[src/rtl/alu_cmd_sequencer_pkg.sv]
// Shared types and constants for the ALU command sequencer.
// Opcodes, command record layout and sequencer FSM states.
package alu_cmd_sequencer_pkg;

    localparam int ALU_W = 8;
    localparam int SEL_W = 3;
    localparam int CMD_W = 2 * ALU_W + SEL_W;

    localparam logic [SEL_W-1:0] ALU_ADD   = 3'b000;
    localparam logic [SEL_W-1:0] ALU_SUB   = 3'b001;
    localparam logic [SEL_W-1:0] ALU_AND   = 3'b010;
    localparam logic [SEL_W-1:0] ALU_OR    = 3'b011;
    localparam logic [SEL_W-1:0] ALU_XOR   = 3'b100;
    localparam logic [SEL_W-1:0] ALU_NOTA  = 3'b101;
    localparam logic [SEL_W-1:0] ALU_INCA  = 3'b110;
    localparam logic [SEL_W-1:0] ALU_CLEAR = 3'b111;

    typedef struct packed {
        logic [ALU_W-1:0] a;
        logic [ALU_W-1:0] b;
        logic [SEL_W-1:0] sel;
    } alu_cmd_t;

    typedef enum logic [1:0] {
        S_IDLE  = 2'd0,
        S_DRIVE = 2'd1,
        S_RESP  = 2'd2
    } state_e;

endpackage

[src/rtl/alu_cmd_sequencer_if.sv]
// Command, ALU-drive and response bundle of the sequencer.
// slave: sequencer side; master: command source / response sink.
interface alu_cmd_sequencer_if;
    import alu_cmd_sequencer_pkg::*;

    logic             cmd_valid;
    logic             cmd_ready;
    logic [ALU_W-1:0] cmd_a;
    logic [ALU_W-1:0] cmd_b;
    logic [SEL_W-1:0] cmd_sel;

    logic [ALU_W-1:0] alu_a;
    logic [ALU_W-1:0] alu_b;
    logic [SEL_W-1:0] alu_sel;
    logic [ALU_W-1:0] alu_result;
    logic             alu_carry;

    logic             rsp_valid;
    logic             rsp_ready;
    logic [ALU_W-1:0] rsp_result;
    logic             rsp_carry;
    logic             rsp_zero;
    logic [SEL_W-1:0] rsp_sel;

    modport slave (
        input  cmd_valid, cmd_a, cmd_b, cmd_sel,
        output cmd_ready,
        output alu_a, alu_b, alu_sel,
        input  alu_result, alu_carry,
        output rsp_valid, rsp_result, rsp_carry,
        output rsp_zero, rsp_sel,
        input  rsp_ready
    );

    modport master (
        output cmd_valid, cmd_a, cmd_b, cmd_sel,
        input  cmd_ready,
        input  alu_a, alu_b, alu_sel,
        output alu_result, alu_carry,
        input  rsp_valid, rsp_result, rsp_carry,
        input  rsp_zero, rsp_sel,
        output rsp_ready
    );

endinterface

[src/rtl/alu_cmd_fifo.sv]
// Synchronous command FIFO, power-of-2 depth, show-ahead read.
// Ports: push, pop, wdata in; rdata, full, empty out.
module alu_cmd_fifo #(
    parameter int DEPTH = 4,
    parameter int W     = 19
) (
    input  logic         clk,
    input  logic         rst,
    input  logic         push,
    input  logic         pop,
    input  logic [W-1:0] wdata,
    output logic [W-1:0] rdata,
    output logic         full,
    output logic         empty
);

    localparam int AW = $clog2(DEPTH);

    logic [W-1:0] mem [DEPTH];
    logic [AW:0]  wp;
    logic [AW:0]  rp;
    logic         do_push;
    logic         do_pop;

    // Extra pointer bit tells full from empty when indices match.
    assign empty   = (wp == rp);
    assign full    = (wp[AW] != rp[AW]) &&
                     (wp[AW-1:0] == rp[AW-1:0]);
    assign do_push = push && !full;
    assign do_pop  = pop && !empty;
    assign rdata   = mem[rp[AW-1:0]];

    always_ff @(posedge clk) begin
        if (rst) begin
            wp <= '0;
            rp <= '0;
        end else begin
            if (do_push) wp <= wp + 1'b1;
            if (do_pop)  rp <= rp + 1'b1;
        end
    end

    always_ff @(posedge clk) begin
        if (do_push) mem[wp[AW-1:0]] <= wdata;
    end

endmodule

[src/rtl/alu_cmd_sequencer.sv]
// Queues ALU commands, drives them to the ALU, returns results.
// Ports: clk, rst, bus (slave), op_count (completed responses).
module alu_cmd_sequencer
    import alu_cmd_sequencer_pkg::*;
#(
    parameter int FIFO_DEPTH = 4,
    parameter int SETTLE     = 1
) (
    input  logic                 clk,
    input  logic                 rst,
    alu_cmd_sequencer_if.slave   bus,
    output logic [15:0]          op_count
);

    localparam int CW = (SETTLE > 1) ? $clog2(SETTLE) : 1;
    localparam logic [CW-1:0] CNT_INIT = CW'(SETTLE - 1);

    state_e        state;
    logic [CW-1:0] cnt;
    logic          full;
    logic          empty;
    logic          push;
    logic          pop;
    alu_cmd_t      wcmd;
    alu_cmd_t      head;

    assign bus.cmd_ready = !full;
    assign push = bus.cmd_valid && !full;
    assign wcmd = '{a: bus.cmd_a, b: bus.cmd_b, sel: bus.cmd_sel};

    // Pop when idle, or when the pending response is taken.
    assign pop = !empty &&
                 ((state == S_IDLE) ||
                  ((state == S_RESP) && bus.rsp_ready));

    alu_cmd_fifo #(
        .DEPTH (FIFO_DEPTH),
        .W     (CMD_W)
    ) u_fifo (
        .clk   (clk),
        .rst   (rst),
        .push  (push),
        .pop   (pop),
        .wdata (wcmd),
        .rdata (head),
        .full  (full),
        .empty (empty)
    );

    always_ff @(posedge clk) begin
        if (rst) begin
            state          <= S_IDLE;
            cnt            <= '0;
            bus.alu_a      <= '0;
            bus.alu_b      <= '0;
            bus.alu_sel    <= '0;
            bus.rsp_valid  <= 1'b0;
            bus.rsp_result <= '0;
            bus.rsp_carry  <= 1'b0;
            bus.rsp_zero   <= 1'b0;
            bus.rsp_sel    <= '0;
            op_count       <= '0;
        end else begin
            unique case (state)
                S_IDLE: begin
                    if (pop) begin
                        bus.alu_a   <= head.a;
                        bus.alu_b   <= head.b;
                        bus.alu_sel <= head.sel;
                        cnt         <= CNT_INIT;
                        state       <= S_DRIVE;
                    end
                end
                S_DRIVE: begin
                    if (cnt == '0) begin
                        bus.rsp_result <= bus.alu_result;
                        bus.rsp_carry  <= bus.alu_carry;
                        bus.rsp_zero   <= (bus.alu_result == '0);
                        bus.rsp_sel    <= bus.alu_sel;
                        bus.rsp_valid  <= 1'b1;
                        state          <= S_RESP;
                    end else begin
                        cnt <= cnt - 1'b1;
                    end
                end
                S_RESP: begin
                    if (bus.rsp_ready) begin
                        op_count      <= op_count + 16'd1;
                        bus.rsp_valid <= 1'b0;
                        if (pop) begin
                            bus.alu_a   <= head.a;
                            bus.alu_b   <= head.b;
                            bus.alu_sel <= head.sel;
                            cnt         <= CNT_INIT;
                            state       <= S_DRIVE;
                        end else begin
                            state <= S_IDLE;
                        end
                    end
                end
                default: state <= S_IDLE;
            endcase
        end
    end

endmodule

[src/flat_wrapper.sv]
// flat-port wrapper written by rule: the top's interface ports become plain ports
module alu_cmd_sequencer_flat import alu_cmd_sequencer_pkg::*;
#(
    parameter int FIFO_DEPTH = 4,
    parameter int SETTLE     = 1
)
  (clk, rst, op_count, bus_cmd_valid, bus_cmd_a, bus_cmd_b, bus_cmd_sel, bus_cmd_ready, bus_alu_a, bus_alu_b, bus_alu_sel, bus_alu_result, bus_alu_carry, bus_rsp_valid, bus_rsp_result, bus_rsp_carry, bus_rsp_zero, bus_rsp_sel, bus_rsp_ready);
  alu_cmd_sequencer_if bus_i ();
  input  logic clk;
  input  logic rst;
  output logic [15:0] op_count;
  input wire logic [$bits(bus_i.cmd_valid)-1:0] bus_cmd_valid;
  input wire logic [$bits(bus_i.cmd_a)-1:0] bus_cmd_a;
  input wire logic [$bits(bus_i.cmd_b)-1:0] bus_cmd_b;
  input wire logic [$bits(bus_i.cmd_sel)-1:0] bus_cmd_sel;
  output wire logic [$bits(bus_i.cmd_ready)-1:0] bus_cmd_ready;
  output wire logic [$bits(bus_i.alu_a)-1:0] bus_alu_a;
  output wire logic [$bits(bus_i.alu_b)-1:0] bus_alu_b;
  output wire logic [$bits(bus_i.alu_sel)-1:0] bus_alu_sel;
  input wire logic [$bits(bus_i.alu_result)-1:0] bus_alu_result;
  input wire logic [$bits(bus_i.alu_carry)-1:0] bus_alu_carry;
  output wire logic [$bits(bus_i.rsp_valid)-1:0] bus_rsp_valid;
  output wire logic [$bits(bus_i.rsp_result)-1:0] bus_rsp_result;
  output wire logic [$bits(bus_i.rsp_carry)-1:0] bus_rsp_carry;
  output wire logic [$bits(bus_i.rsp_zero)-1:0] bus_rsp_zero;
  output wire logic [$bits(bus_i.rsp_sel)-1:0] bus_rsp_sel;
  input wire logic [$bits(bus_i.rsp_ready)-1:0] bus_rsp_ready;
  assign bus_i.cmd_valid = bus_cmd_valid;
  assign bus_i.cmd_a = bus_cmd_a;
  assign bus_i.cmd_b = bus_cmd_b;
  assign bus_i.cmd_sel = bus_cmd_sel;
  assign bus_cmd_ready = bus_i.cmd_ready;
  assign bus_alu_a = bus_i.alu_a;
  assign bus_alu_b = bus_i.alu_b;
  assign bus_alu_sel = bus_i.alu_sel;
  assign bus_i.alu_result = bus_alu_result;
  assign bus_i.alu_carry = bus_alu_carry;
  assign bus_rsp_valid = bus_i.rsp_valid;
  assign bus_rsp_result = bus_i.rsp_result;
  assign bus_rsp_carry = bus_i.rsp_carry;
  assign bus_rsp_zero = bus_i.rsp_zero;
  assign bus_rsp_sel = bus_i.rsp_sel;
  assign bus_i.rsp_ready = bus_rsp_ready;
  alu_cmd_sequencer #(.FIFO_DEPTH(FIFO_DEPTH), .SETTLE(SETTLE)) u_core (.clk(clk), .rst(rst), .bus(bus_i), .op_count(op_count));
endmodule
[config.mk]
export PLATFORM = sky130hd
export DESIGN_NAME = alu_cmd_sequencer_flat
export DESIGN_NICKNAME = d
export VERILOG_FILES = /design/src/rtl/alu_cmd_sequencer_pkg.sv /design/src/rtl/alu_cmd_sequencer_if.sv /design/src/rtl/alu_cmd_fifo.sv /design/src/rtl/alu_cmd_sequencer.sv /design/src/flat_wrapper.sv
export SDC_FILE = /design/constraint.sdc
export NUM_CORES = 1
export LEC_CHECK = 0
export CAP_MARGIN = 20
export CORE_MARGIN = 4
export CORE_UTILIZATION = 50
export DETAILED_ROUTE_END_ITERATION = 8
export GPL_TIMING_DRIVEN = 0
export PLACE_DENSITY = 0.75
export SYNTH_ARGS = -nofsm -noshare
export SYNTH_HDL_FRONTEND = slang
export SYNTH_SLANG_ARGS = --single-unit
[constraint.sdc]
create_clock -name clk -period 5.7 [get_ports clk]
set_clock_uncertainty 0.1 [all_clocks]
set_input_delay 1.14 -clock clk [delete_from_list [all_inputs] [get_ports clk]]
set_output_delay 1.14 -clock clk [all_outputs]
set_load 0.1 [all_outputs]
==> metrics, run 1 <==
status=finished clean; hold wc startpoint=u_core.bus.rsp_result[3]; TNS Setup=0 ns; Core Box Area=9860 sq um; post-DP HPWL=approximately 7000 microns; Post-Synthesis Net Count=about 420; GRT overflow=0; share of cells above drive strength 1=0.119; metal1 wirelength=between 4000 and 5000 microns; Cells after Synth=around 380; CP startpoint=u_core.u_fifo.wp[0]; largest net degree at the start of global routing=20; RSZ-0062 raised after global routing=false; Hold-fix buffers, CTS=0; maximum vdd drop=0.296 mV; combinational power share=0.332; Unique masters post-synth=35; Critical R2R Launch=u_core.u_fifo.wp[0]; Final Hold Vio Count=0; Area Overhead vs Synth=31.6%; clk_lat worst skew=~0.51 ns; most frequent cells in the layout=clkdlybuf4s50_1, edfxtp_1, nand2_1; Pre-Repair DR Iteration Count=4; YS warnings=0; Max-Cap Viols=0; CP required=4.46 ns; crit path capture type=output port; Yosys top cell by area=edfxtp_1; Post-Syn Area=between 5000 and 6000 sq um; total CTS buffers=17; GP Congestion=0.758; clock network fraction of design power=0.327; Setup WS post-layout=roughly 1.9 ns; post-route ant nets=0; Met3 Wirelength=a little over 600 microns; Yosys top cell area share=0.447; WP data arrival=approximately 2.6 ns; Most used DFF post-synth=edfxtp_1; Die Area=between 10,000 and 15,000 sq um; Final Net Count=about 520; register area share after synthesis=0.678; clk sinks=between 100 and 150; Initial Util=0.518; relative max-transition margin=0.304; Wirelength per Cell=17.4 microns; Slew @ Worst Pin=approximately 1.0 ns; Fillers=just under 700; pwr/cell area=roughly 530 nW/um^2; switching share of total power=0.376; Clock Tree Buf Depth=2; Startpoint Class=register; setup bufs post-CTS=0; syn avg cell area=13.3 sq um; post-place setup slack=2.32 ns; diodes inserted=0; input/output buffers=just over 80; Total GRT Usage=0.197; Post-Route WL=around 11,000 microns; Rows=36; max layer used=met4; # DRC=0; Tightest Hold Check Type=register to register; multi-input logic area=between 1500 and 2000 sq um; initial drt markers=between 100 and 150; vias per cell=about 5.4; first-pass GRT wire length=~17,000 microns; initial antenna violation count=0; Psw=between 1 and 1.5 mW; count of flip-flops with a built-in enable after synthesis=76; post-CTS sizing=0; Max Freq=263 MHz; vias post-DR=between 3,000 and 4,000; Clock transition at path regs=roughly 0.06 ns; part of the cycle the worst path needs=0.666; CTS tree=done; crit path kind=register to output port; vias in the first global route=approximately 3,400; Async SR Flop Fraction=0; ranking of synthesized cells by area=edfxtp_1, dfxtp_1, mux4_2; Internal Power=~2.2 mW; post-route minimum period=about 3.8 ns; Seq pwr share=0.341; Slew Limit Fails=0; Synth Register Bits=about 140; Sequential Area=3460 sq um; H-tree Lvls=4; Die W=between 100 and 150 microns; Static Leak=between 2 and 2.5 nW; largest fanout on the critical path=6; Chip Height=roughly 110 microns; I/O pin total=between 80 and 90; met2 WL post-DR=approximately 5500 microns; Final setup viols=0; clock root cell=clkbuf_8; commonest non-fill, non-tap cell in the layout=clkdlybuf4s50_1
-- synth_stat cells, types with 3 or more instances --
cell and instances:
a21oi_1 41, and2_1 4, buf_1 3, buf_2 4
clkbuf_1 9, dfxtp_1 59, edfxtp_1 76, ha_1 6
inv_1 6, mux4_2 19, nand2_1 71, nand3_1 6
nand4_1 3, nor2_1 18, nor4_1 7, o21ai_0 7
or3_1 8, xnor2_1 12, xor2_1 4
-- state kept, by name (all words and copies together), names as in the netlist, 8 cells and up, named ones only --
register	count
u_core.op_count	16
u_core.bus.rsp_result	8
u_core.bus.alu_a	8
u_core.bus.alu_b	8
u_core.u_fifo.mem	76
-- power by group through the flow --
stage	logic (mW)	clock network (mW)	registers (mW)
after floorplan	0.376	0	1.75
after global placement	1.17	0	1.23
after detailed placement	1.19	0	1.24
after CTS	1.20	1.19	1.22
after global routing	1.26	1.23	1.24
final	1.19	1.17	1.22
-- cell families (layout without fill, tap and decap cells) --
logic type,after synthesis,count (layout),share of synthesized area
multiplexers,21,21,0.0877
buffers and inverters,23,136,0.0186
XOR/XNOR,16,16,0.0274
AO/OA/AOI/OAI,53,53,0.0571
AND/OR/NAND/NOR,130,130,0.117
adder cells (fa/ha/maj),6,6,0.0147
flip-flops,135,135,0.678
-- per-layer routing --
layer  up-vias  track usage
met4         0       0.0622
met1      1667        0.242
met5         -            0
met2       101        0.336
met3        14       0.0551
li1       1594            -
-- stage by stage --
| step | hold slack, ns | cell area, sq um | power (mW) | util | std cells |
|---|---|---|---|---|---|
| after floorplan | 0.371 | 5110 | 2.13 | - | 384 |
| after global placement | 0.342 | 6090 | 2.41 | 0.617 | 598 |
| after detailed placement | 0.346 | 6090 | 2.43 | 0.617 | 598 |
| after CTS | 0.357 | 6720 | 3.61 | 0.682 | 630 |
| after global routing | 0.379 | 6720 | 3.73 | 0.682 | 630 |
| final | 0.357 | 6720 | 3.59 | 0.682 | 630 |
-- final timing paths --
kind	end	slack (ns)	cells past startpoint
max reg2reg	u_core.u_fifo.mem[3][2]	3.28	3
max	bus_cmd_ready	1.90	3
min reg2reg	u_core.bus.rsp_result[3]	0.36	2
min	u_core.bus.rsp_result[3]	0.36	2
-- critical path: stages, from the launching register on --
cell and delay (ns):
dfxtp_1 0.49, xor2_1 0.25, or3_1 0.17, clkdlybuf4s50_1 1.14
-- area by class of cell --
class                           count  area share
Inverter                            6     0.00335
Timing Repair Buffer               81       0.121
Buffer                             17      0.0108
Clock buffer                       17      0.0616
Clock inverter                     15      0.0333
Multi-Input combinational cell    226       0.231
Sequential cell                   135       0.515
Tap cell                          133      0.0247
No activity file was read; power rests on OpenSTA's default activity.
==> run 2: changes to the inputs <==
clock period = 3.6 ns   (was 5.7 ns; I/O delays follow)
==> results of run 2 <==
Same layout as run 1 (identical final DEF). Status: finished clean.
Among the figures that moved: setup slack after placement 2.32 ns -> 0.644 ns; setup slack after layout 1.90 ns -> 0.223 ns; register-to-register setup slack 3.28 ns -> 1.18 ns; total power 3.59 mW -> 5.68 mW; worst IR drop on VDD 0.296 mV -> 0.468 mV
